$ cat config.mk
export PLATFORM = sky130hd
export DESIGN_NAME = ram_sp_param
export DESIGN_NICKNAME = d
export VERILOG_FILES = /design/src/rtl/ram_pkg.sv /design/src/rtl/ram_clear_seq.sv /design/src/rtl/ram_sp_param.sv
export SDC_FILE = /design/constraint.sdc
export NUM_CORES = 1
export LEC_CHECK = 0
export ABC_AREA = 1
export ABC_CLOCK_PERIOD_IN_PS = 1250
export CORE_UTILIZATION = 40
export CTS_CLUSTER_SIZE = 24
export DETAILED_ROUTE_END_ITERATION = 16
export REMOVE_ABC_BUFFERS = 1
export SLEW_MARGIN = 20
export SYNTH_ARGS = -nofsm -noshare
export SYNTH_HDL_FRONTEND = slang
export SYNTH_SLANG_ARGS = --single-unit
$ cat constraint.sdc
create_clock -name clk -period 1.25 [get_ports clk]
set_input_delay 0.125 -clock clk [delete_from_list [all_inputs] [get_ports clk]]
set_output_delay 0.125 -clock clk [all_outputs]
set_load 0.01 [all_outputs]
$ cat src/rtl/ram_pkg.sv
// ram_pkg: shared types and helpers for the parametrised single-port RAM.
//   state_e         : clear-sequencer state (CLEAR while zeroing, READY for traffic)
//   RDW_*           : read-during-write selector values for RDW_MODE
//   clog2_safe()    : address width helper that never returns 0
package ram_pkg;

   typedef enum logic {
      CLEAR = 1'b0,
      READY = 1'b1
   } state_e;

   localparam int RDW_READ_FIRST  = 0;
   localparam int RDW_WRITE_FIRST = 1;

   // $clog2 yields 0 for depth<=1; a zero-width address bus is illegal.
   function automatic int clog2_safe(input int depth);
      return (depth <= 2) ? 1 : $clog2(depth);
   endfunction

endpackage

$ cat src/rtl/ram_clear_seq.sv
// ram_clear_seq: post-reset clear sequencer. Walks a pointer over 0..DEPTH-1,
// requesting a zero write each cycle, then parks in READY until the next reset.
//   clk, rst_n      : clock, async active-low reset
//   busy_o          : high while clearing (port accesses must be ignored)
//   done_o          : high once the array is ready for traffic
//   clr_we_o        : write request for the array (zero data)
//   clr_addr_o      : address being cleared
module ram_clear_seq
   import ram_pkg::*;
#(
   parameter int DEPTH          = 4,
   parameter int ADDR_W         = clog2_safe(DEPTH),
   parameter bit CLEAR_ON_RESET = 1'b1
) (
   input  logic              clk,
   input  logic              rst_n,
   output logic              busy_o,
   output logic              done_o,
   output logic              clr_we_o,
   output logic [ADDR_W-1:0] clr_addr_o
);

   localparam state_e      RST_STATE = CLEAR_ON_RESET ? CLEAR : READY;
   localparam [ADDR_W-1:0] LAST_ADDR = ADDR_W'(DEPTH - 1);

   state_e            state_q, state_d;
   logic [ADDR_W-1:0] ptr_q, ptr_d;

   always_ff @(posedge clk or negedge rst_n) begin
      if (!rst_n) begin
         state_q <= RST_STATE;
         ptr_q   <= '0;
      end else begin
         state_q <= state_d;
         ptr_q   <= ptr_d;
      end
   end

   always_comb begin
      state_d = state_q;
      ptr_d   = ptr_q;
      if (state_q == CLEAR) begin
         // Last word written this cycle: hand over to traffic next cycle.
         if (ptr_q == LAST_ADDR) state_d = READY;
         else                    ptr_d   = ptr_q + ADDR_W'(1);
      end
   end

   assign busy_o     = (state_q == CLEAR);
   assign done_o     = (state_q == READY);
   assign clr_we_o   = busy_o;
   assign clr_addr_o = ptr_q;

endmodule

$ cat src/rtl/ram_sp_param.sv
// ram_sp_param: parametrised single-port synchronous RAM with registered read,
// valid strobe, selectable read-during-write, range check and post-reset clear.
//   clk, rst_n  : clock, async active-low reset
//   en, R_W     : access qualifier; R_W=1 write, 0 read
//   address     : word address (may exceed DEPTH-1 when DEPTH is not 2^n)
//   data_in     : write data
//   data_out    : registered read data
//   valid_out   : 1-cycle pulse, data_out updated by a read
//   busy        : clear sequence running; accesses ignored
//   addr_err    : 1-cycle pulse, accepted access was out of range
module ram_sp_param
   import ram_pkg::*;
#(
   parameter int DATA_W         = 4,
   parameter int DEPTH          = 4,
   parameter int ADDR_W         = clog2_safe(DEPTH),
   parameter int RDW_MODE       = RDW_READ_FIRST,
   parameter bit CLEAR_ON_RESET = 1'b1
) (
   input  logic              clk,
   input  logic              rst_n,
   input  logic              en,
   input  logic              R_W,
   input  logic [ADDR_W-1:0] address,
   input  logic [DATA_W-1:0] data_in,
   output logic [DATA_W-1:0] data_out,
   output logic              valid_out,
   output logic              busy,
   output logic              addr_err
);

   logic              done, clr_we;
   logic [ADDR_W-1:0] clr_addr;

   ram_clear_seq #(
      .DEPTH          (DEPTH),
      .ADDR_W         (ADDR_W),
      .CLEAR_ON_RESET (CLEAR_ON_RESET)
   ) u_clr (
      .clk        (clk),
      .rst_n      (rst_n),
      .busy_o     (busy),
      .done_o     (done),
      .clr_we_o   (clr_we),
      .clr_addr_o (clr_addr)
   );

   // No reset on the array so it can map onto block RAM.
   logic [DATA_W-1:0] mem [DEPTH];

   logic              acc, in_range, we;
   logic [ADDR_W-1:0] waddr;
   logic [DATA_W-1:0] wdata;

   assign acc      = done & en;
   assign in_range = (32'(address) < DEPTH);

   // Sequencer owns the write port while clearing; otherwise the user port does.
   assign we    = clr_we | (acc & R_W & in_range);
   assign waddr = clr_we ? clr_addr : address;
   assign wdata = clr_we ? '0 : data_in;

   always_ff @(posedge clk) begin
      if (we) mem[waddr] <= wdata;
   end

   logic [DATA_W-1:0] data_q, data_d;
   logic              valid_q, valid_d, err_q, err_d;

   always_ff @(posedge clk or negedge rst_n) begin
      if (!rst_n) begin
         data_q  <= '0;
         valid_q <= 1'b0;
         err_q   <= 1'b0;
      end else begin
         data_q  <= data_d;
         valid_q <= valid_d;
         err_q   <= err_d;
      end
   end

   always_comb begin
      data_d  = data_q;
      valid_d = 1'b0;
      err_d   = 1'b0;
      if (acc) begin
         err_d = ~in_range;
         if (R_W) begin
            if (RDW_MODE == RDW_WRITE_FIRST && in_range) data_d = data_in;
         end else begin
            // Out-of-range reads still complete, returning zero.
            valid_d = 1'b1;
            data_d  = in_range ? mem[address] : '0;
         end
      end
   end

   assign data_out  = data_q;
   assign valid_out = valid_q;
   assign addr_err  = err_q;

endmodule

==> impl_metrics.py, run 1 <==
metrics = {
    "global_route": {
        "grt_antenna_before_repair": 0,
        "grt_pass1_vias": 799,
        "grt.overflow.total": 0,
        "grt_max_degree": 14,
        "grt_use_total": 0.176,
        "grt_pass1_wl_um": 3500,
    },
    "placed_design": {
        "numPortBuffers": 15,
        "dp_hpwl_um": 1650,
        "dp_cells": 173,
        "place_area_mm2": 0.00135,
        "gp_congestion": 0.732,
    },
    "worst_hold_path": {
        "hold_class": "input pin to asynchronous set/reset pin",
    },
    "logic_synthesis": {
        "post-synth-top-area-cell": "edfxtp_1",
        "synth_area_mm2": 0.00109,
        "synth_top_area_frac": 0.439,
        "yosysMostFrequentCell": "nand2_1",
        "synth_cells": 119,
        "synth_cell_type_count": 15,
        "synth_warnings": 0,
        "ys_ff_latch": 24,
        "synthTopCellsByArea": "edfxtp_1 (44%), dfrtp_1 (18%), nand2_1 (14%)",
        "synth_seq_area_share": 0.622,
        "syn_avg_cell_area_um2": 9.19,
        "synth_commonest_cells": "nand2_1 (41), inv_1 (26), edfxtp_1 (16), nand3_1 (9), dfrtp_1 (8)",
        "synth-edff-count": 16,
        "synth-main-ff-cell": "edfxtp_1",
        "synthArstFlopShare": 0.333,
    },
    "die": {
        "ioPinCount": 17,
        "core_region_area_mm2": 0.00252,
        "initial_core_util": 0.434,
        "fp.dieW_um": 54.3,
        "rows": 18,
        "die-area_mm2": 0.00295,
        "die_height_um": 54.3,
    },
    "timing": {
        "finalSetupViolations": 16,
        "layout_worst_path_cycle_share": 1.09,
        "grt_setup_unrepaired": "true",
        "final_max_slew_viol_count": 0,
        "clock-skew-final_ns": 0.00661,
        "max_freq_mhz": 731,
        "hold_viol": 0,
        "setup_ws_ns": -0.118,
        "min_period_ns": 1.37,
    },
    "clock_tree": {
        "cts.sinks": 24,
        "clk-insertion-delay-late_ns": 0.31,
        "cts_root_buffer": "clkbuf_4",
        "cts_max_path_buffers": 2,
        "cts_buffers": 3,
        "cts_tree": "yes",
        "htreeDepth": 1,
        "cts.clk_slew.worst_paths_ns": 0.13,
    },
    "worst_setup_path": {
        "cp_slowest_stage_delay_ns": 0.46,
        "r2r_end": "mem[3][1]",
        "regToRegStartpoint": "u_clr.done_o",
        "path_buf_inv": 2,
        "arrival_ns": 1.39,
        "crit_family": "flip-flops",
        "crit_start": "u_clr.done_o",
        "critPathKind": "flop to flop",
        "crit_end": "mem[3][1]",
        "critPathSlowestCell": "dfrtp_2",
        "path_max_fanout": 5,
        "crit_required_ns": 1.27,
        "cp-start-kind": "flop",
        "crit_path_end_kind": "flop",
        "worst-path-stages": 5,
        "r2r_cells": 5,
        "cpMostUsedCell": "buf_4",
        "r2r_slack_ns": -0.12,
        "path_cells": "buf_4, nand2_4, nand3_2, buf_4, nor2_4",
    },
    "flow_run": {
        "cap_violations": 0,
    },
    "routing": {
        "drt_wl_total_um": 2250,
        "routed_via_density": 4.52,
        "post_drt_wl_per_cell_um": 12.3,
        "firstDrtPassIters": 4,
        "vias": 828,
        "antenna_left": 0,
        "drtIter0Drc": 6,
        "drc": 0,
    },
    "pwr": {
        "irDropWorstVdd_mv": 0.669,
        "power.density_mw_per_mm2": 998,
        "finalPower_mw": 1.49,
        "p_leak_nw": 0.746,
    },
    "final_layout": {
        "drive_gt1_frac": 0.261,
        "fin_area_mm2": 0.00149,
        "num_antenna_cells": 0,
        "fill_cells": 220,
        "final-instance-count-excl-fill": 183,
        "area_growth_pct": 36.3,
        "fin_nets": 165,
    },
    "outcome": {
        "violations": "setup timing",
        "status": "complete, but fails checks",
    },
}
## layout make-up
type	instances	area, µm²	share of cell area
multi-input combinational	63	338	0.227
timing repair buffer	33	285	0.191
clock buffer	4	36.3	0.0243
tap	30	37.5	0.0252
inverter	29	111	0.0747
sequential	24	682	0.458
## what timing repair did
item                       in CTS  in global routing
setup endpoints to repair      22                 23
resized for setup              15                 17
hold buffers                    0                  0
pin swaps                       2                  5
buffers inserted                4                  2
## kinds of logic after synthesis
| group | after synthesis | share of synthesized area |
|---|---|---|
| XOR/XNOR | 1 | 0.00801 |
| other | 1 | 0.00343 |
| adder cells (fa/ha/maj) | 1 | 0.0114 |
| flip-flops | 24 | 0.622 |
| AO/OA/AOI/OAI | 3 | 0.0137 |
| AND/OR/NAND/NOR | 57 | 0.217 |
| buffers and inverters | 32 | 0.124 |
## sequential cells by signal (all words and copies together), names as in the netlist
name / flops
valid_out: 1
data_out: 4
u_clr.clr_addr_o: 2
mem: 16
u_clr.done_o: 1
## per-layer routing
metal  up-vias  GRT usage  wire (µm)
li1        425          -          -
met1       390      0.230        993
met2        11      0.285       1190
met3         2     0.0333         51
met4         0     0.0769         15
met5         -          0          0
## power breakdown
part / total, mW / internal [mW] / switching, mW
logic: 0.202 / 0.0975 / 0.104
registers: 0.887 / 0.875 / 0.0120
clock network: 0.399 / 0.178 / 0.221
total: 1.49 / 1.15 / 0.337
## per-stage QoR
step / worst slack, ns / utilization / hold WS, ns / TNS [ns]
2_1_floorplan: -0.0804 / - / -0.171 / -0.977
3_3_place_gp: -0.369 / 0.533 / 0.429 / -5.33
3_5_place_dp: -0.453 / 0.533 / 0.440 / -5.96
4_1_cts: -0.119 / 0.567 / 0.0839 / -1.75
5_1_grt: -0.177 / 0.591 / 0.0934 / -2.54
6_report: -0.118 / 0.591 / 0.0808 / -1.60
## how the worst min path moves through the flow
stage / to / slack (ns) / depth (start not counted)
2_1_floorplan: data_out[0] / -0.17 / 0
3_3_place_gp: data_out[2] / 0.43 / 1
3_5_place_dp: data_out[2] / 0.44 / 1
4_1_cts: data_out[2] / 0.08 / 1
5_1_grt: valid_out / 0.09 / 1
6_report: data_out[2] / 0.08 / 1
## cell usage in the layout (no fill, tap or decap)
master           netlist  routed
buf_2                  0       1
nand3_1                9       8
nor3_4                 1       1
ha_1                   1       1
a21oi_2                0       1
o21ai_0                2       1
xor2_1                 1       1
nand2_2                0       3
buf_6                  1       3
nand3_2                0       1
nor2_2                 0       1
conb_1                 1       1
nand2_1               41      36
inv_2                  3       3
clkbuf_8               0       1
clkdlybuf4s50_1        0       9
nor2_4                 0       2
edfxtp_1              16      16
buf_4                  2      15
inv_4                  0       1
nor2_1                 6       3
clkbuf_4               0       3
dfrtp_1                8       7
inv_1                 26      25
dfrtp_2                0       1
dlygate4sd2_1          0       5
o21ai_4                0       1
nand2_4                0       2
Note: power is estimated with default switching activity, not from simulation.
==> run 2: changes to the inputs <==
Settings changed: ABC_CLOCK_PERIOD_IN_PS 1250 to 1600.
Clock period 1.25 ns to 1.6 ns, I/O delays scaled along.
==> run 2 against run 1 <==
The flow now finishes without violations. Clock-buffer cell count unchanged. Sequential share of layout area is 3.7 points higher. Worst hold slack better by 0.033 ns. Combinational power fell by 26%. Largest cell class unchanged. Largest power group unchanged.
==> impl_metrics.py, run 2 (synthesized netlist as in run 1, its figures left out) <==
metrics = {
    "outcome": {
        "status": "complete, no violations",
    },
    "routing": {
        "drt_wl_total_um": 1980,
        "routed_via_density": 4.41,
        "post_drt_wl_per_cell_um": 11.3,
        "antenna_left": 0,
        "vias": 776,
        "drc": 0,
        "firstDrtPassIters": 2,
        "drtIter0Drc": 7,
    },
    "pwr": {
        "seqPwrFrac": 0.599,
        "irDropWorstVdd_mv": 0.558,
        "power.density_mw_per_mm2": 839,
        "p_comb_frac": 0.129,
        "p_leak_nw": 0.674,
        "sw_frac_of_total": 0.221,
        "clkPwrFrac": 0.272,
        "power_switching_mw": 0.256,
        "intPower_mw": 0.900,
        "finalPower_mw": 1.16,
    },
    "global_route": {
        "grt_use_total": 0.167,
        "grt_antenna_before_repair": 0,
        "grt_pass1_vias": 717,
        "grt.overflow.total": 0,
        "grt_max_degree": 14,
        "grt_pass1_wl_um": 3320,
    },
    "clock_tree": {
        "htreeDepth": 1,
        "cts_root_buffer": "clkbuf_4",
        "cts_hold_buf": 0,
        "cts_max_path_buffers": 2,
        "cts_tree": "yes",
        "cts.clk_slew.worst_paths_ns": 0.13,
        "cts_buffers": 3,
        "cts.sinks": 24,
        "clk-insertion-delay-late_ns": 0.31,
    },
    "placed_design": {
        "gp_congestion": 0.788,
        "numPortBuffers": 15,
        "dp_hpwl_um": 1560,
    },
    "timing": {
        "final_max_slew_viol_count": 0,
        "clock-skew-final_ns": 0.00665,
        "grt_setup_unrepaired": "false",
        "tns_ns": 0,
        "finalSetupViolations": 0,
        "max_freq_mhz": 657,
        "hold_viol": 0,
        "finalHoldWorstSlack_ns": 0.114,
        "layout_worst_path_cycle_share": 0.951,
        "min_period_ns": 1.52,
    },
    "worst_setup_path": {
        "critPathKind": "flop to output pin",
        "cp_slowest_stage_delay_ns": 0.53,
        "critPathSlowestCell": "clkdlybuf4s50_1",
        "r2r_slack_ns": 0.15,
        "arrival_ns": 1.36,
        "cp-start-kind": "flop",
        "path_buf_inv": 2,
        "crit_family": "buffers and inverters",
        "crit_required_ns": 1.44,
        "path_max_fanout": 3,
        "crit_path_end_kind": "output pin",
        "path_cells": "inv_2, clkdlybuf4s50_1",
    },
    "final_layout": {
        "largest_register": "mem",
        "drive_gt1_frac": 0.144,
        "fin_nets": 158,
        "area_growth_pct": 26.0,
        "mostFrequentLayoutCells": "nand2_1 (41), inv_1 (26), edfxtp_1 (16)",
        "num_antenna_cells": 0,
        "final_common_cell": "nand2_1",
        "largest_register_ffs": 16,
    },
    "die": {
        "rows": 18,
        "fp.dieW_um": 54.3,
        "die_height_um": 54.3,
        "initial_core_util": 0.434,
        "core_region_area_mm2": 0.00252,
        "die-area_mm2": 0.00295,
        "ioPinCount": 17,
    },
    "worst_hold_path": {
        "hold_class": "input pin to asynchronous set/reset pin",
    },
    "flow_run": {
        "cap_violations": 0,
    },
}
run 2: timing repair:
item,4_1_cts,5_1_grt
buffers inserted,2,0
setup endpoints to repair,1,4
gates resized for setup,1,1
cloned,0,0
run 2: through the flow:
step	util	instance area (µm²)	setup WS [ns]	instances
6_report	0.546	1380	0.0783	176
5_1_grt	0.546	1380	0.00778	176
4_1_cts	0.545	1380	0.0641	176
3_5_place_dp	0.524	1320	-0.0539	170
3_3_place_gp	0.524	1320	0.00622	170
2_1_floorplan	-	1070	0.270	116
run 2: path summary, 6_finish.rpt:
check                             start            to  depth (start not counted)
max                        u_clr.done_o          busy                          2
min                               rst_n   data_out[2]                          1
max reg2reg                u_clr.done_o     mem[3][2]                          4
min reg2reg                 data_out[0]   data_out[0]                          2
max in group asynchronous         rst_n  u_clr.done_o                          1
min in group clk                     en     valid_out                          4
run 2: final cells by class:
cell class	instances	area [µm²]
Timing Repair Buffer	26	233
Clock buffer	4	36.3
Fill cell	243	1140
Sequential cell	24	682
Inverter	29	109
Multi-Input combinational cell	63	280
Tap cell	30	37.5
run 2: power groups by stage:
stage	Combinational [mW]	Clock, mW	Sequential (mW)
detailed placement	0.150	0	0.706
global route	0.167	0.345	0.695
global placement	0.148	0	0.706
finish	0.149	0.315	0.692
floorplan	0.0512	0	0.713
CTS	0.151	0.324	0.693
run 2: metal layers:
| layer | share of wire | global-route usage |
|---|---|---|
| met1 | 0.49 | 0.234 |
| met2 | 0.47 | 0.254 |
| met3 | 0.022 | 0.0333 |
| met4 | 0.010 | 0.0641 |
| met5 | 0 | 0 |
